### src/rtl/rr_mux4_sched.sv
// rr_mux4_sched -- four-source round-robin multiplexer with a one-word
// registered output stage.
//
// Ports
//   clk        : single clock, rising-edge active
//   rst_n      : asynchronous active-low reset
//   req[3:0]   : request per source (0=a, 1=b, 2=c, 3=d)
//   a,b,c,d    : source data, valid while the matching req bit is high
//   ack[3:0]   : one-hot pulse, source i's data is captured this cycle
//   out_valid  : output register holds an untransferred word
//   out_ready  : downstream accepts; transfer when out_valid & out_ready
//   out_data   : registered selected data
//   sel        : index of the source that supplied out_data
//   busy       : high while the output register is full
module rr_mux4_sched #(
   parameter int WIDTH = 8
) (
   input  logic             clk,
   input  logic             rst_n,
   input  logic [3:0]       req,
   input  logic [WIDTH-1:0] a,
   input  logic [WIDTH-1:0] b,
   input  logic [WIDTH-1:0] c,
   input  logic [WIDTH-1:0] d,
   output logic [3:0]       ack,
   output logic             out_valid,
   input  logic             out_ready,
   output logic [WIDTH-1:0] out_data,
   output logic [1:0]       sel,
   output logic             busy
);

   typedef enum logic {
      IDLE = 1'b0,
      HOLD = 1'b1
   } state_t;

   state_t           r_state;
   logic [WIDTH-1:0] r_data;
   logic [1:0]       r_sel;
   logic [1:0]       r_ptr;

   logic             w_capture;
   logic [1:0]       w_win;
   logic [WIDTH-1:0] w_src;

   // First set request bit searching ptr+1, ptr+2, ptr+3, ptr (mod 4).
   function automatic logic [1:0] rr_pick(input logic [3:0] rq, input logic [1:0] p);
      logic [1:0] idx;
      logic       found;
      rr_pick = p;
      found   = 1'b0;
      for (int k = 1; k <= 4; k++) begin
         idx = p + k[1:0];
         if (!found && rq[idx]) begin
            rr_pick = idx;
            found   = 1'b1;
         end
      end
   endfunction

   // Capture decision and winner; the output register is free in IDLE or
   // when its current word is being taken this cycle.
   always_comb begin
      w_capture = 1'b0;
      w_win     = rr_pick(req, r_ptr);
      if (((r_state == IDLE) || out_ready) && (req != 4'b0000)) begin
         w_capture = 1'b1;
      end else begin
         w_capture = 1'b0;
      end
   end

   // 4:1 data select on the winner.
   always_comb begin
      w_src = a;
      case (w_win)
         2'd0:    w_src = a;
         2'd1:    w_src = b;
         2'd2:    w_src = c;
         2'd3:    w_src = d;
         default: w_src = a;
      endcase
   end

   // Ack pulse; held low while reset is asserted so no source sees a grant
   // that the register cannot keep.
   always_comb begin
      ack = 4'b0000;
      if (rst_n && w_capture) begin
         ack = 4'b0001 << w_win;
      end else begin
         ack = 4'b0000;
      end
   end

   // Output-stage FSM: load on capture, drain to IDLE when taken with no
   // new request; sel/data keep their last values when draining.
   always_ff @(posedge clk or negedge rst_n) begin
      if (!rst_n) begin
         r_state <= IDLE;
         r_data  <= {WIDTH{1'b0}};
         r_sel   <= 2'b00;
         r_ptr   <= 2'b11;
      end else begin
         case (r_state)
            IDLE: begin
               if (w_capture) begin
                  r_state <= HOLD;
                  r_data  <= w_src;
                  r_sel   <= w_win;
                  r_ptr   <= w_win;
               end
            end
            HOLD: begin
               if (w_capture) begin
                  r_data <= w_src;
                  r_sel  <= w_win;
                  r_ptr  <= w_win;
               end else if (out_ready) begin
                  r_state <= IDLE;
               end
            end
            default: begin
               r_state <= IDLE;
            end
         endcase
      end
   end

   assign out_valid = (r_state == HOLD);
   assign busy      = (r_state == HOLD);
   assign out_data  = r_data;
   assign sel       = r_sel;

endmodule
### config.mk
export PLATFORM = sky130hd
export DESIGN_NAME = rr_mux4_sched
export DESIGN_NICKNAME = d
export VERILOG_FILES = /design/src/rtl/rr_mux4_sched.sv
export SDC_FILE = /design/constraint.sdc
export NUM_CORES = 1
export LEC_CHECK = 0
export ABC_CLOCK_PERIOD_IN_PS = 2200
export BUFFER_PORTS_ARGS = -buffer_cell sky130_fd_sc_hd__buf_2
export CORE_MARGIN = 2
export CORE_UTILIZATION = 44
export CTS_BUF_LIST = sky130_fd_sc_hd__clkbuf_2 sky130_fd_sc_hd__clkbuf_4 sky130_fd_sc_hd__clkbuf_8
export DETAILED_ROUTE_END_ITERATION = 10
export MAX_ROUTING_LAYER = met4
export PLACE_DENSITY = 0.92
export SLEW_MARGIN = 10
export SYNTH_ARGS = -nofsm -noshare
export SYNTH_HDL_FRONTEND = slang
export SYNTH_SLANG_ARGS = --single-unit
export TNS_END_PERCENT = 50
### constraint.sdc
create_clock -name clk -period 2.2 [get_ports clk]
set_clock_uncertainty 0.15 [all_clocks]
set_input_delay 0.55 -clock clk [delete_from_list [all_inputs] [get_ports clk]]
set_output_delay 0.55 -clock clk [all_outputs]
set_load 0.005 [all_outputs]
==> results.toml, run 1 <==
[placed_design]
pre_cts_ws_ns = -0.0229
routabilityCongestion = 0.764
port_buffers = 54
hpwl_mm = 1.84
place_area_um2 = 1240

[sta]
maxSlewHeadroom_pct = 71.8
fin_crit_sh_pct = 109
fmax_ghz = 0.418
drv_slew = 0
period_minus_slack_ns = 2.39
rsz0062_at_grt = "yes"
setup_ws_ns = -0.191
hold_viol = 0
fin_setup_tns_ns = -0.661
setup_viol = 4
worst_pin_slew_ns = 0.423

[yosys]
ys_seq_elements = 13
synth.net_count = 132
synth.most_common_cell = "mux2i_1"
synth_top_cell_by_area = "dfrtp_1"
synth-main-ff-cell = "dfrtp_1"
ys_warn_count = 0
synthCells = 93
yosys-top-cells-count = "17 x mux2i_1, 12 x nor2_1, 11 x dfrtp_1, 8 x a31o_1"
syn_area_um2 = 900
synth-async-reset-ratio_pct = 100
synth_cell_types = 27
synth.area.top_cells = "dfrtp_1 31%, mux2i_1 19%, a31o_1 7.8%"
seq_area_frac_synth_pct = 36.4
synth_edf_count = 0
synth_top_area_share_pct = 30.6
syn_area_per_cell_um2 = 9.67

[cells_and_area]
multi_input_area_um2 = 572
antennaDiodeCount = 0
fin_area_um2 = 1360
drive_gt1_share_pct = 58.2
area.sequential_um2 = 328
area_delta_synth_final_pct = 50.9
num-nets-final = 198
fill_cells = 184

[route]
ant_nets = 0
post_drt_wl_per_cell_um = 12.8
avgViaCountPerCell = 5.11
drc = 0
via_count = 945
drtPass1Iterations = 4
routed_wl_mm = 2.38
drt_iter0_markers = 2

[critical_path]
cp_cell_sequence = "mux2i_4 > a221o_2 > nand3_2 > nor2b_1 > buf_2"
crit_path_top_delay_cell = "dfstp_2"
worst-path-buf-inv = 1
crit_family = "flip-flops"
crit_required_ns = 1.50
start_kind = "register"
crit_path_max_incr_delay_ns = 0.62
arrival_ns = 1.69
path_max_fanout = 3
cp-end-kind = "primary output"
worstSetupPathType = "register to primary output"

[die]
initial_core_util_pct = 46.3
die_h_um = 49.2
ioPinCount = 55
die_w_um = 49.2
die-area_um2 = 2420
row_count = 16
coreArea_um2 = 1940

[global_routing]
grt_first_pass_wirelength_mm = 3.84
grt_pass1_vias = 913
grt_usage_pct = 21.2
grt_max_degree = 21
overflow = 0
antenna_found_initial = 0

[outcome]
violations = "negative setup slack"
status = "finished, violations left"

[power_and_ir_drop]
vdd_drop_max_v = 0.000536
p_leak_nw = 0.686
power_density_nw_per_um2 = 821

[clock_tree]
cts_tree = "yes"
clkSlewWorstSetupHoldPaths_ns = 0.08
clockRootBuffer = "clkbuf_4"
holdBufCountCts = 0
worstSkewPairLatency_ns = 0.27
cts_inserted_buffers = 3
clock-sinks = 13
cts_buffer_depth = 2
h-tree-depth = 1

[flow_run]
drv_cap = 0

[hold_path]
hp-class = "primary input to asynchronous set/reset pin"
## cell type report
type | instances | area share (%)
Clock buffer | 4 | 2.21
Inverter | 3 | 0.829
Multi-Input combinational cell | 70 | 42.1
Sequential cell | 13 | 24.1
Tap cell | 27 | 2.49
Timing Repair Buffer | 68 | 28.2
## cells in the final DEF, fill, tap and decap left out, types with 2 or more instances in the layout
master	instances
nand2_1	4
buf_6	2
nor2_1	12
mux2i_4	2
inv_1	3
nor2b_1	2
nand3_2	2
mux2i_1	15
a21oi_2	5
buf_2	54
a31oi_2	2
clkbuf_4	4
buf_4	12
a31o_1	8
dfrtp_1	11
a21oi_1	5
a21o_1	2
dfstp_2	2
## through the flow
| stage | hold WS [ns] | utilization, % | instances | power [mW] |
|---|---|---|---|---|
| 4_1_cts | 0.117 | 69.7 | 185 | 1.12 |
| 3_3_place_gp | 0.314 | 64.1 | 178 | 0.863 |
| 6_report | 0.137 | 69.9 | 185 | 1.12 |
| 2_1_floorplan | 0.104 | - | 93 | 0.694 |
| 3_5_place_dp | 0.319 | 64.1 | 178 | 0.890 |
| 5_1_grt | 0.131 | 69.9 | 185 | 1.20 |
## state kept, by name, summed over array words and instances, names as in the netlist
name	cells
r_ptr	2
busy	1
out_data	8
sel	2
## cell families after synthesis
kind of cell           after synthesis  synth area share, %
flip-flops                          13                 36.4
multiplexers                        17                 18.9
buffers and inverters               10                 7.09
AND/OR/NAND/NOR                     26                 13.1
AO/OA/AOI/OAI                       27                 24.5
## power by group
group	total (mW)	internal, mW	switching (mW)
registers	0.377	0.319	0.0577
logic	0.582	0.319	0.263
clock network	0.156	0.0825	0.0739
## worst paths after layout
| path | start | endpoint | slack (ns) | cells past startpoint |
|---|---|---|---|---|
| min in group clk | sel[1]$_DFFE_PN0P_ | sel[1]$_DFFE_PN0P_ | 0.34 | 1 |
| max reg2reg | r_ptr[0]$_DFFE_PN1P_ | out_data[4]$_DFFE_PN0P_ | 0.10 | 8 |
| min reg2reg | sel[1]$_DFFE_PN0P_ | sel[1]$_DFFE_PN0P_ | 0.34 | 1 |
| max in group asynchronous | rst_n | r_ptr[1]$_DFFE_PN1P_ | 1.53 | 2 |
| min | rst_n | sel[1]$_DFFE_PN0P_ | 0.14 | 2 |
| max | r_ptr[1]$_DFFE_PN1P_ | ack[1] | -0.19 | 5 |
## metal layers
layer  share of wire [%]  routed length (um)  track usage (%)  vias up
met2                  55                1300             39.0       35
met5                   0                   0                -        -
li1                    -                   -                -      467
met4                0.42                  10             8.57        0
met1                  39                 936             23.1      441
met3                 5.3                 127             2.15        2
## what timing repair did
item                                   in CTS  in global routing
pin swaps                                   5                  0
endpoints found under the hold margin       0                  0
gates resized for setup                    11                  1
setup endpoints to repair                   4                  7
setup buffers                               3                  0
(Power assumes the default switching activity.)
==> run 2: changes to the inputs <==
--- a/config.mk
+++ b/config.mk
@@ -5,14 +5,15 @@
 export SDC_FILE = /design/constraint.sdc
 export NUM_CORES = 1
 export LEC_CHECK = 0
+export ABC_AREA = 1
 export ABC_CLOCK_PERIOD_IN_PS = 2200
 export BUFFER_PORTS_ARGS = -buffer_cell sky130_fd_sc_hd__buf_2
 export CORE_MARGIN = 2
-export CORE_UTILIZATION = 44
+export CORE_UTILIZATION = 47
 export CTS_BUF_LIST = sky130_fd_sc_hd__clkbuf_2 sky130_fd_sc_hd__clkbuf_4 sky130_fd_sc_hd__clkbuf_8
 export DETAILED_ROUTE_END_ITERATION = 10
 export MAX_ROUTING_LAYER = met4
-export PLACE_DENSITY = 0.92
+export PLACE_DENSITY = 0.91
 export SLEW_MARGIN = 10
 export SYNTH_ARGS = -nofsm -noshare
 export SYNTH_HDL_FRONTEND = slang
==> run 2 against run 1 <==
  * The flow still finishes with violations (negative setup slack)
  * Sequential power is 20% higher
  * Final area increased by 33%
  * Sequential cell count stayed put
  * Largest cell class unchanged
  * Largest power group unchanged
==> results.toml, run 2 <==
[clock_tree]
clkSlewWorstSetupHoldPaths_ns = 0.07
clockRootBuffer = "clkbuf_4"
holdBufCountCts = 0
cts_inserted_buffers = 3
cts_buffer_depth = 2
worstSkewPairLatency_ns = 0.26
cts_tree = "yes"
clock-sinks = 13
h-tree-depth = 1

[cells_and_area]
largest_reg_flops = 8
num-nets-final = 286
fill_cells = 144
final_core_util_pct = 81.0
final_cell_mix = "55 x buf_2, 46 x nand2_1, 24 x nand3_1, 18 x buf_4, 16 x nand2_4"
drive_gt1_share_pct = 53.3
antennaDiodeCount = 0
final_common_cell = "buf_2"
area_delta_synth_final_pct = 60.1

[outcome]
status = "finished, violations left"
violations = "negative setup slack"

[sta]
period_minus_slack_ns = 2.72
fin_setup_tns_ns = -3.13
fin_crit_sh_pct = 123
worst_pin_slew_ns = 0.432
drv_slew = 0
rsz0062_at_grt = "yes"
setup_viol = 13
maxSlewHeadroom_pct = 71.1
setup_ws_ns = -0.515
fmax_ghz = 0.368
hold_viol = 0

[die]
die_w_um = 53.0
row_count = 17
coreArea_um2 = 2230
initial_core_util_pct = 50.6
ioPinCount = 55
die_h_um = 53.0
die-area_um2 = 2810

[critical_path]
crit_family = "simple AND/OR/NAND/NOR gates"
worst-path-buf-inv = 5
start_kind = "register"
crit_path_frequent_cell = "nand2_4"
r2r-start = "r_ptr[0]$_DFFE_PN1P_"
cp_num_cells = 13
crit_path_max_incr_delay_ns = 0.57
reg2regPathDepth = 17
crit_required_ns = 1.50
cp_cell_sequence = "buf_12 > inv_12 > nand2_4 > nand2_4 > nand2_4 > nand2_4 > inv_2 > nand3_2 > buf_6 > nand2_4 > nand2_8 > nor3_2 > buf_2"
r2r_slack_ns = -0.20
cp-end-kind = "primary output"
worstSetupPathType = "register to primary output"
path_max_fanout = 8
arrival_ns = 2.02
crit_path_top_delay_cell = "dfstp_2"
r2r-end = "out_data[2]$_DFFE_PN0P_"

[yosys]
synth.net_count = 210
synth_top_area_share_pct = 24.4
synthCells = 171
synth.most_common_cell = "nand2_1"
synth_top_cell_by_area = "dfrtp_1"
synth-main-ff-cell = "dfrtp_1"
ys_warn_count = 0
synth_edf_count = 0
ys_seq_elements = 13
synth.area.top_cells = "dfrtp_1 24%, nand2_1 18%, nand3_1 12%"
synth_cell_types = 25
yosys-top-cells-count = "55 x nand2_1, 27 x nand3_1, 13 x inv_1, 11 x dfrtp_1, 10 x a21oi_1"
seq_area_frac_synth_pct = 29.0
synth-async-reset-ratio_pct = 100
syn_area_per_cell_um2 = 6.61
syn_area_um2 = 1130

[power_and_ir_drop]
power_density_nw_per_um2 = 2020
switchingPower_mw = 1.93
clkPwrFrac_pct = 4.0
switching_share_pct = 52.9
p_leak_nw = 1.00
vdd_drop_max_v = 0.00141
seq_power_share_pct = 12.4
power_frac_comb_pct = 83.6
p_int_mw = 1.72

[global_routing]
grt_usage_pct = 23.9
antenna_found_initial = 0
overflow = 0
grt_pass1_vias = 1184
grt_first_pass_wirelength_mm = 4.89
grt_max_degree = 19

[route]
drt_iter0_markers = 23
routed_wl_mm = 3.63
via_count = 1406
drtPass1Iterations = 4
drc = 0
avgViaCountPerCell = 5.13
ant_nets = 0
post_drt_wl_per_cell_um = 13.2

[hold_path]
hp-class = "primary input to asynchronous set/reset pin"

[placed_design]
routabilityCongestion = 0.833
port_buffers = 54
hpwl_mm = 2.41

[flow_run]
drv_cap = 0
-- run 2: cell types whose count changed after synthesis, sizes merged, moves of 3 or more --
cell	delta
a21o	-3
a31o	-8
buf	+3
inv	+15
mux2i	-17
nand2	+63
nand3	+28
nor2	-6
nor3	+3
o21ai	+9
-- run 2: layout make-up --
class	instances	area [um2]	share of cell area [%]
clock buffers	4	30.0	1.66
inverters	19	91.3	5.05
multi-input cells	132	832	46.0
flip-flops and latches	13	328	18.1
well taps	28	35.0	1.94
repair buffers	78	493	27.2
-- run 2: timing repair --
action,in CTS,in global routing
endpoints found under the hold margin,0,0
cloned,1,0
endpoints found under the setup margin,12,12
pin swaps,6,9
resized for setup,12,31
setup buffers,4,5
-- run 2: worst max-delay path by stage --
stage,to,start
after detailed placement,ack[3],r_ptr[0]$_DFFE_PN1P_
after CTS,ack[3],r_ptr[0]$_DFFE_PN1P_
after global routing,ack[2],r_ptr[0]$_DFFE_PN1P_
final,ack[2],r_ptr[0]$_DFFE_PN1P_
after global placement,ack[3],r_ptr[0]$_DFFE_PN1P_
after floorplan,ack[1],r_ptr[0]$_DFFE_PN1P_
-- run 2: worst register-to-register path: stages (launching register included) --
cell and delay, ns:
dfstp_2 0.57, buf_12 0.13, inv_12 0.05, nand2_4 0.06
nand2_4 0.06, nand2_4 0.10, nand2_4 0.08, inv_2 0.05
nand3_2 0.07, buf_6 0.13, nand2_4 0.07, nand2_8 0.07
buf_4 0.15, buf_12 0.14, nor2_4 0.17, a21oi_1 0.10
nand2_1 0.09, nand2_1 0.06
-- run 2: kinds of logic (layout without fill, tap and decap cells) --
logic type | after synthesis | in the layout | synth area share, %
buf+inv | 27 | 101 | 13.5
compound gates | 20 | 20 | 8.86
flops | 13 | 13 | 29.0
simple gates | 111 | 112 | 48.6
-- run 2: through the flow --
| step | hold WS (ns) | setup WS, ns | power (mW) | area (um2) | instances |
|---|---|---|---|---|---|
| after CTS | 0.0625 | -0.435 | 3.13 | 1650 | 269 |
| after detailed placement | 0.313 | -0.229 | 2.73 | 1540 | 260 |
| after global placement | 0.310 | -0.166 | 2.68 | 1540 | 260 |
| after floorplan | 0.104 | -0.0513 | 2.19 | 1190 | 171 |
| final | 0.0648 | -0.515 | 3.65 | 1810 | 274 |
| after global routing | 0.0644 | -0.621 | 3.91 | 1810 | 274 |
-- run 2: power by group through the flow --
stage	Sequential (mW)	Clock, mW	Combinational [mW]
CTS	0.444	0.153	2.54
detailed placement	0.467	0	2.27
finish	0.451	0.148	3.05
floorplan	0.431	0	1.76
global placement	0.459	0	2.22
global route	0.462	0.165	3.28
-- run 2: metal layers --
layer  global-route usage (%)  vias up  routed length (um)
met5                        -        -                   0
met3                     2.26        8                 175
met2                     41.7       53                1870
met1                     29.5      638                1500
li1                         -      707                   -
met4                     6.84        0                  72
